<file path="src/rtl/rf_disp_pkg.sv">
// Shared types and defaults for the register-file viewer/editor.
package rf_disp_pkg;

  typedef enum logic {S_CLEAR, S_IDLE} rf_state_t;

  localparam int DEF_DATA_W   = 4;
  localparam int DEF_ADDR_W   = 3;
  localparam int DEF_SCAN_DIV = 500;

  function automatic int depth_of(input int addr_w);
    return 1 << addr_w;
  endfunction

endpackage

</file>
<file path="src/rtl/rf_scan_display_scan_timer.sv">
// Auto-scan address generator: divides m_sec ticks and steps a wrapping address.
module scan_timer #(
  parameter int ADDR_W   = 3,
  parameter int SCAN_DIV = 500
) (
  input  logic              clk,
  input  logic              rst,
  input  logic              m_sec,
  input  logic              en,
  input  logic              hold,
  input  logic [ADDR_W-1:0] load_addr,
  output logic [ADDR_W-1:0] scan_addr
);

  localparam int CNT_W = (SCAN_DIV > 1) ? $clog2(SCAN_DIV) : 1;
  localparam logic [CNT_W-1:0] CNT_LAST = CNT_W'(SCAN_DIV - 1);

  logic [CNT_W-1:0] scan_cnt;

  // Hold wins over everything so a clear sweep freezes the scan exactly.
  always_ff @(posedge clk) begin
    if (rst) begin
      scan_cnt  <= '0;
      scan_addr <= '0;
    end else if (hold) begin
      scan_cnt  <= scan_cnt;
      scan_addr <= scan_addr;
    end else if (!en) begin
      scan_cnt  <= '0;
      scan_addr <= load_addr;
    end else if (m_sec) begin
      if (scan_cnt == CNT_LAST) begin
        scan_cnt  <= '0;
        scan_addr <= scan_addr + ADDR_W'(1);
      end else begin
        scan_cnt  <= scan_cnt + CNT_W'(1);
      end
    end
  end

endmodule

</file>
<file path="src/rtl/rf_scan_display.sv">
// Register-file viewer/editor: two async read ports, button-driven write, clear sweep, auto-scan.
module rf_scan_display
  import rf_disp_pkg::*;
#(
  parameter int DATA_W   = DEF_DATA_W,
  parameter int ADDR_W   = DEF_ADDR_W,
  parameter int SCAN_DIV = DEF_SCAN_DIV
) (
  input  logic              clk,
  input  logic              rst,
  input  logic              m_sec,
  input  logic              m_write,
  input  logic              w_ena,
  input  logic [ADDR_W-1:0] w_addr,
  input  logic [DATA_W-1:0] w_data,
  input  logic [ADDR_W-1:0] rp_addr,
  input  logic [ADDR_W-1:0] rq_addr,
  input  logic              scan_en,
  input  logic              clr,
  output logic [DATA_W-1:0] rp_data,
  output logic [DATA_W-1:0] rq_data,
  output logic [ADDR_W-1:0] rq_addr_eff,
  output logic              busy,
  output logic              wr_done
);

  localparam int DEPTH = depth_of(ADDR_W);
  localparam logic [ADDR_W-1:0] PTR_LAST = ADDR_W'(DEPTH - 1);

  rf_state_t         state;
  logic [ADDR_W-1:0] clr_ptr;
  logic              m_write_q;
  logic              clr_q;
  logic              clr_edge;
  logic              wr_stb;
  logic [ADDR_W-1:0] scan_addr;

  logic [DATA_W-1:0] mem [DEPTH];
  logic              mem_we;
  logic [ADDR_W-1:0] mem_wa;
  logic [DATA_W-1:0] mem_wd;

  assign busy     = (state == S_CLEAR);
  assign clr_edge = clr & ~clr_q & (state == S_IDLE);
  // A clear edge in the same cycle as a write strobe drops the write.
  assign wr_stb   = m_write & ~m_write_q & w_ena & (state == S_IDLE) & ~clr_edge;

  always_comb begin
    mem_we = 1'b0;
    mem_wa = '0;
    mem_wd = '0;
    if (!rst) begin
      if (busy) begin
        mem_we = 1'b1;
        mem_wa = clr_ptr;
      end else if (wr_stb) begin
        mem_we = 1'b1;
        mem_wa = w_addr;
        mem_wd = w_data;
      end
    end
  end

  always_ff @(posedge clk) begin
    if (mem_we) mem[mem_wa] <= mem_wd;
  end

  // Edge registers reset to 1 so levels held through reset release are not seen as edges.
  always_ff @(posedge clk) begin
    if (rst) begin
      state     <= S_CLEAR;
      clr_ptr   <= '0;
      m_write_q <= 1'b1;
      clr_q     <= 1'b1;
      wr_done   <= 1'b0;
    end else begin
      m_write_q <= m_write;
      clr_q     <= clr;
      wr_done   <= wr_stb;
      case (state)
        S_CLEAR: begin
          clr_ptr <= clr_ptr + ADDR_W'(1);
          if (clr_ptr == PTR_LAST) state <= S_IDLE;
        end
        S_IDLE: begin
          if (clr_edge) begin
            state   <= S_CLEAR;
            clr_ptr <= '0;
          end
        end
        default: begin
          state   <= S_CLEAR;
          clr_ptr <= '0;
        end
      endcase
    end
  end

  scan_timer #(
    .ADDR_W  (ADDR_W),
    .SCAN_DIV(SCAN_DIV)
  ) u_scan_timer (
    .clk      (clk),
    .rst      (rst),
    .m_sec    (m_sec),
    .en       (scan_en),
    .hold     (busy),
    .load_addr(rq_addr),
    .scan_addr(scan_addr)
  );

  assign rq_addr_eff = scan_en ? scan_addr : rq_addr;
  assign rp_data     = busy ? '0 : mem[rp_addr];
  assign rq_data     = busy ? '0 : mem[rq_addr_eff];

endmodule

</file>
<file path="config.mk">
export PLATFORM = sky130hd
export DESIGN_NAME = rf_scan_display
export DESIGN_NICKNAME = d
export VERILOG_FILES = /design/src/rtl/rf_disp_pkg.sv /design/src/rtl/rf_scan_display_scan_timer.sv /design/src/rtl/rf_scan_display.sv
export SDC_FILE = /design/constraint.sdc
export NUM_CORES = 1
export LEC_CHECK = 0
export ABC_CLOCK_PERIOD_IN_PS = 2300
export CELL_PAD_IN_SITES_DETAIL_PLACEMENT = 0
export CELL_PAD_IN_SITES_GLOBAL_PLACEMENT = 1
export CORE_MARGIN = 3
export CORE_UTILIZATION = 40
export CTS_BUF_LIST = sky130_fd_sc_hd__clkbuf_4 sky130_fd_sc_hd__clkbuf_8
export DETAILED_ROUTE_END_ITERATION = 12
export GPL_ROUTABILITY_DRIVEN = 0
export HOLD_SLACK_MARGIN = 0.15
export PLACE_DENSITY_LB_ADDON = 0.1
export SLEW_MARGIN = 20
export SYNTH_ARGS = -nofsm -noshare
export SYNTH_HDL_FRONTEND = slang
export SYNTH_HIERARCHICAL = 1
export SYNTH_SLANG_ARGS = --single-unit
export TNS_END_PERCENT = 100
</file>
<file path="constraint.sdc">
create_clock -name clk -period 2.3 [get_ports clk]
set_input_delay 0.46 -clock clk [delete_from_list [all_inputs] [get_ports clk]]
set_output_delay 0.46 -clock clk [all_outputs]
set_load 0.02 [all_outputs]
</file>
==> reports/results.txt, run 1 <==
The share of the Yosys chip area taken by registers is 49.74%. The dominant synthesized flop cell is sky130_fd_sc_hd__edfxtp_1. The detail route stage leaves a number of antenna-violating nets equal to 0. Startpoint class of the critical path: a primary input. The count of buffering cells on the critical path with inverters included works out to 3. The row count was 29; the die boundary height was 88.10 um. Setup repair after global routing could not meet its margin everywhere. The critical path goes through dlygate4sd2_1, mux2i_4, inv_6, mux2i_1, a32o_1, a211oi_2, buf_4.

For this run, asynchronously set or reset flops after synthesis account for 0%. The tool flagged a number of max-cap violations equal to 0. The DRC violation count after routing was 0; the register-to-register setup slack was 460 ps. The net count after synthesis is 258. TritonCTS built the clock tree. For this run, the top clock speed supported by timing is 445.7 MHz. The largest total area in the synthesized netlist belongs to sky130_fd_sc_hd__edfxtp_1. Along the worst path, the maximum fanout reaches 15. After routing the design area is 0.003467 mm2.

Clock skew on the completed layout was measured at 7.677 ps. The power per cell area is 537.8 mW/mm2. The total wire length after detailed routing was 6210 um; the total number of nets in the final design was 322. For the first-pass detailed-route iteration total, the log shows 4. Data on the critical path arrives at its endpoint at 1780 ps. Worst-case clock buffer depth: 2. The min-delay analysis places its worst path in the category register to register. The slowest stage of the critical path belongs to the cell sky130_fd_sc_hd__dlygate4sd2_1.

Counting distinct cell types in the post-synthesis netlist gives 47. The worst-case IR drop observed on VDD is 274.0 uV. For the worst setup path, the data required time is 1840 ps. CTS built an H-tree with a depth of 2.

The class of the most critical setup path was primary input to output port. The region available for standard cell placement spans 0.006459 mm2. The mean post-synth cell area came out at 11.52 um2. For the TritonCTS sink count, the log shows 51. The tools report the via count of the first global-routing pass as 2044. The initial utilization of the core area, before any placement, comes to 41.75%. The placed instances occupy a cell area of 0.003353 mm2. In this run the clock root is driven by a sky130_fd_sc_hd__clkbuf_8. The final-report hold violation count is 0.

After detailed placement, the design holds a cell count of 368. After synthesis, the cell types taking the most area are sky130_fd_sc_hd__edfxtp_1 36%, sky130_fd_sc_hd__dfxtp_1 14%, sky130_fd_sc_hd__mux4_2 6.7%. The final route contains 2017 vias. The flow ran to the end, and the final reports show no timing, DRC or antenna violations.

The worst setup path is captured at an output port. For the reported leakage power, the log shows 1.248 nW. Counting flops and latches in the post-synthesis netlist gives 51. In this run, the number of DRC markers left after iteration 0 of detailed routing was 137. The final count of pins violating max slew was 0.

For the worst slew margin relative to its limit, the log shows 73.16%. The HPWL after detailed placement is 4624 um. Synthesis produced 234 cells. Using the TritonRoute via totals, the vias-per-cell ratio works out to 5.364. From synthesis to final layout, the design area changed by 28.58%. The logs give 0.007762 mm2 for the overall die area and 0 for the aggregate global routing overflow. The number of buffers created by CTS came out at 5. For the final routed database, the setup TNS stands at 0 ps. The clock period could shrink to 2244 ps.

The number of inserted diodes is 0, and the share of the cycle needed by the critical path after routing is 97.56%. The synthesized design devotes to its leading area cell type 35.64% of total area. The total I/O pin count is 33, and the number of port buffers is 32. Setup violations remaining at the end of the flow were counted as 0.

The tightest hold path in the finished design has a slack of 492.5 ps. The first global-routing pass estimated 10270 um of wire. The synthesized design contains 32 enable-type register cells. The maximum number of pins on one net before global-route repair is 20, and the total standard cell area after synthesis is 0.002696 mm2. During synthesis, Yosys emitted a total of 6 warnings.

The tools report the initial antenna violation count as 0. Clock-pin slew was measured on the worst setup and hold paths at 90 ps. After layout, the design draws a total of 1.865 mW.

For the pin with the worst max-slew slack, the measured transition is 397.4 ps. The share of cells above drive strength 1 was 27.42%. After the flow finishes, the layout carries non-filler instances totaling 376. On the worst path, the slowest cell contributes a delay of 270 ps.

For the total routing resource utilization after global routing, the log shows 17.37%. Grouping stages by cell kind, the critical path spends the most delay in buffers and inverters. In this run, post-CTS hold repair placed 0 buffers. The clock reaches the later pin of the worst-skew pair after 300 ps. The horizontal die dimension is 88.10 um.

The mean routed wirelength per cell came out at 16.52 um.
-- registers in the layout, summed over array words and instances (netlist names) --
signal and cells:
m_write_q 1, clr_q 1, u_scan_timer/scan_cnt 9, mem 32, wr_done 1, clr_ptr 3, u_scan_timer/scan_addr 3, state 1
-- Yosys cell counts, drive strengths merged, types with 2 or more instances --
library cell	n
nand2	22
xnor2	8
and3	4
a211oi	5
nand4	2
or2	6
a21oi	6
and2	4
clkbuf	4
mux4	8
nand3	7
nor2b	5
edfxtp	32
a311oi	4
nand2b	5
nor4	4
dfxtp	19
nand4b	2
a31oi	3
buf	8
a41oi	3
a21o	2
a22oi	2
inv	3
o21ai	2
nand3b	4
nor3	5
a32o	4
ha	4
mux2i	13
nor2	27
-- power by group --
part / switching (mW) / internal [mW]
Clock: 0.305 / 0.330
Combinational: 0.102 / 0.120
Sequential: 0.0164 / 0.991
Total: 0.424 / 1.44
-- area by class of cell --
class                      count  area, um2
clock buffer                   5      68.82
clock inverter                 3      47.55
fill                         588       2992
inverter                       3      16.27
multi-input combinational    168       1301
sequential                    51       1341
tap                           77      96.34
timing repair buffer          69      595.6
-- worst reg2reg max path, cell delays in order (launching register included) --
cell and delay (ps):
sky130_fd_sc_hd__dfxtp_1 410, sky130_fd_sc_hd__buf_4 200, sky130_fd_sc_hd__nor2b_1 60, sky130_fd_sc_hd__a41oi_1 190, sky130_fd_sc_hd__or3b_1 440, sky130_fd_sc_hd__nor2_1 120, sky130_fd_sc_hd__buf_4 150
-- metrics by stage --
stage | utilization [%] | setup WS, ps
finish | 53.68 | 56.18
global route | 53.68 | -6.686
CTS | 53.60 | 18.04
detailed placement | 51.92 | -803.0
global placement | 51.92 | -798.8
floorplan | - | 110.7
-- cells by family (layout without fill, tap and decap cells) --
| kind of cell | Yosys count | after routing | share of synthesized area, % |
|---|---|---|---|
| AOI/OAI and AO/OA | 34 | 34 | 9.328 |
| xor gates and xnor gates | 8 | 8 | 2.599 |
| adders and majority gates | 4 | 4 | 1.856 |
| buffers and inverters | 15 | 80 | 3.665 |
| DFF | 51 | 51 | 49.74 |
| muxes | 21 | 21 | 11.97 |
| and+or+nand+nor | 101 | 101 | 20.84 |
-- routing by layer --
| layer | GRT usage [%] | vias up | part of all wire [%] |
|---|---|---|---|
| met2 | 29.93 | 50 | 49 |
| li1 | - | 1001 | - |
| met3 | 3.293 | 2 | 5.2 |
| met4 | 3.709 | 0 | 0.50 |
| met1 | 22.85 | 964 | 45 |
| met5 | 0 | - | 0 |
-- worst paths after layout --
check / startpoint / end / cells after the start
worst max-delay path: rq_addr[0] / rq_data[0] / 7
worst min-delay path: clr_ptr[1]$_SDFFE_PP0P_ / clr_ptr[1]$_SDFFE_PP0P_ / 2
worst max register to register: state$_SDFF_PP0_ / mem[6][2]$_DFFE_PP_ / 6
worst min register to register: clr_ptr[1]$_SDFFE_PP0P_ / clr_ptr[1]$_SDFFE_PP0P_ / 2
-- layout by cell type, fill, tap and decap left out, types with 4 or more instances in the layout --
cell type                         instances
sky130_fd_sc_hd__ha_1                     4
sky130_fd_sc_hd__a32o_1                   4
sky130_fd_sc_hd__nor2_1                  27
sky130_fd_sc_hd__nor3_1                   5
sky130_fd_sc_hd__nand3_1                  7
sky130_fd_sc_hd__buf_2                    4
sky130_fd_sc_hd__nor2b_1                  5
sky130_fd_sc_hd__mux2i_1                 12
sky130_fd_sc_hd__clkdlybuf4s50_1         18
sky130_fd_sc_hd__and3_1                   4
sky130_fd_sc_hd__dlygate4sd2_1            4
sky130_fd_sc_hd__nand2_1                 22
sky130_fd_sc_hd__buf_4                   38
sky130_fd_sc_hd__a21oi_1                  6
sky130_fd_sc_hd__dfxtp_1                 19
sky130_fd_sc_hd__edfxtp_1                32
sky130_fd_sc_hd__clkbuf_8                 5
sky130_fd_sc_hd__a311oi_2                 4
sky130_fd_sc_hd__xnor2_1                  8
sky130_fd_sc_hd__mux4_2                   8
sky130_fd_sc_hd__nand3b_1                 4
sky130_fd_sc_hd__nand2b_1                 5
sky130_fd_sc_hd__and2_1                   4
sky130_fd_sc_hd__a211oi_2                 4
-- what timing repair did --
item                                    CTS  global route
pin swaps                                 0             1
setup buffers                             0             0
resized for setup                        47             5
endpoints found under the setup margin   11             7
(Power assumes the default switching activity.)
==> run 2, diff against run 1 <==
CTS_BUF_LIST = unset   (was sky130_fd_sc_hd__clkbuf_4 sky130_fd_sc_hd__clkbuf_8)
SLEW_MARGIN = 25   (was 20)
==> results of run 2 <==
The final DEF is identical to that of run 1; final timing and power are the same.
==> run 3, diff against run 2 <==
MAX_ROUTING_LAYER = met4   (was unset)
SKIP_CTS_REPAIR_TIMING = 1   (was unset)
==> reports/results.txt, run 3 (synthesized netlist as in run 1, its figures left out) <==
STA classifies the critical path startpoint as a primary input. Placed wire-length estimate after detailed placement: 4624 um. Once layout is complete, the utilization of the core stands at 54.09%. Setup repair after global routing left no endpoint under its margin.

Across the routed clock network, the largest skew measured is 5.651 ps. Summed over all layers, the global routing overflow is 0. The post-route netlist has 26.76% of its cells at a drive strength greater than 1.

In this run the power density over the cells is 533.7 mW/mm2. The first global-routing pass estimated 10100 um of wire. The analysis attributes to cell leakage a power of 1.326 nW. Once detail routing completed, the nets flagged for antenna violations numbered 0. Sort of element at the end of the critical path: an output port. The H-tree was split into 2 levels. The maximum number of pins on one net before global-route repair came out at 20. The path class of the tightest hold or removal check is register to register. For the first-pass detailed-route iteration total, the log shows 4.

The worst endpoint data arrival time was 1740 ps; the register clock-pin slew on the reported worst setup and hold paths was 90 ps. After detailed routing, the number of remaining DRC violations is 0. The final route contains 1998 vias.

The logs give 0 for the final-report hold violation count and 1840 ps for the endpoint required time on the critical path. Via count of the first global-routing pass: 2015. Final count of pins violating max slew: 0. For this design, the sink count on the clock tree is 51. Setup violations remaining at the end of the flow were counted as 0.

Across the VDD grid, the largest voltage drop is 273.7 uV. The total wire length after detailed routing is 6221 um. For the pin with the worst max-slew slack, the measured transition is 397.2 ps. Measured along the x axis, the die boundary spans 88.10 um. The number of flip-flops under the largest register name was 32; the number of buffers created by CTS was 5.

The clock passes through at most 2 buffers. The largest registers in the layout are mem (32), u_scan_timer/scan_cnt (9). The overall die area is 0.007762 mm2. From synthesis to final layout, the design area changed by 29.56%. Across all hold checks on the routed design, the worst slack comes to 492.9 ps. The tree is rooted in a sky130_fd_sc_hd__clkbuf_8. The initial antenna violation count came out at 0. Measured against its own limit, the worst slew margin works out to 73.17%. The highest net fanout along the worst path came out at 15. The library cell used most frequently in the layout, excluding fill and tap cells, is sky130_fd_sc_hd__buf_4.

The setup path with the least slack is of type primary input to output port. The die boundary height is 88.10 um, and the floorplan core area is 0.006459 mm2. The post-layout minimum cycle time was 2201 ps; the total routing resource utilization after global routing was 17.65%. In this run the count of I/O pins placed on the die edge is 33. After detailed routing, the number of vias per cell comes to 5.314.

In this run, the number of DRC markers left after iteration 0 of detailed routing was 140. The logs give 41.75% for the effective utilization at floorplan and 0 for the number of max-cap violations. After detailed routing, the average wire length per cell comes to 16.55 um. The run finished with clean final reports. In the layout the commonest cells are 36 x sky130_fd_sc_hd__buf_4, 32 x sky130_fd_sc_hd__edfxtp_1, 27 x sky130_fd_sc_hd__nor2_1. Timing-limited maximum frequency: 454.4 MHz. For the worst-skew pair, the clock arrives at the later sink with an insertion delay of 300 ps.

TritonCTS built the clock tree. The row count is 29. The count of buffers added on input and output ports is 32. 0 antenna diodes ended up in the layout.

The total number of nets in the final design was 322; the share of the cycle needed by the critical path after routing was 95.69%. The top register by number of flip-flops was mem.
run 3: worst max-delay path: stages:
cell and delay, ps:
sky130_fd_sc_hd__clkbuf_2 130, sky130_fd_sc_hd__mux2i_4 310, sky130_fd_sc_hd__inv_6 100, sky130_fd_sc_hd__mux2i_1 140, sky130_fd_sc_hd__a32o_1 210, sky130_fd_sc_hd__a211oi_2 190
sky130_fd_sc_hd__buf_2 190
run 3: final timing paths:
| path | start | end | slack, ps | cells after the start |
|---|---|---|---|---|
| worst max-delay path | scan_en | rq_data[0] | 100 | 7 |
| worst min-delay path | clr_ptr[1]$_SDFFE_PP0P_ | clr_ptr[1]$_SDFFE_PP0P_ | 490 | 2 |
| worst max register to register | state$_SDFF_PP0_ | mem[0][1]$_DFFE_PP_ | 460 | 6 |
| worst min register to register | clr_ptr[1]$_SDFFE_PP0P_ | clr_ptr[1]$_SDFFE_PP0P_ | 490 | 2 |
run 3: layout make-up:
cell class,count,area [um2]
clock buffers,5,68.82
clock inverters,3,47.55
multi-input cells,168,1300
fillers,586,2965
inverters,3,16.27
well taps,77,96.34
repair buffers,69,623.1
flip-flops and latches,51,1341
run 3: power by group:
group	switching (mW)	internal (mW)
Sequential	0.0161	0.991
Clock	0.303	0.330
Combinational	0.103	0.122
run 3: through the flow:
stage	TNS (ps)	instances	setup WS, ps	area [um2]	power, mW
after floorplan	0	234	110.7	2716	1.142
after detailed placement	-6485	368	-803.0	3353	1.252
after global routing	0	376	30.13	3493	1.957
final	0	376	99.24	3493	1.865
after CTS	-6022	376	-807.2	3470	1.890
after global placement	-6708	368	-798.8	3353	1.250
run 3: per-layer routing:
| layer | global-route usage (%) | wire (um) | up-vias |
|---|---|---|---|
| met5 | - | 0 | - |
| li1 | - | - | 1001 |
| met3 | 3.104 | 233 | 2 |
| met1 | 22.68 | 2902 | 955 |
| met4 | 3.709 | 31 | 0 |
| met2 | 29.38 | 3054 | 40 |
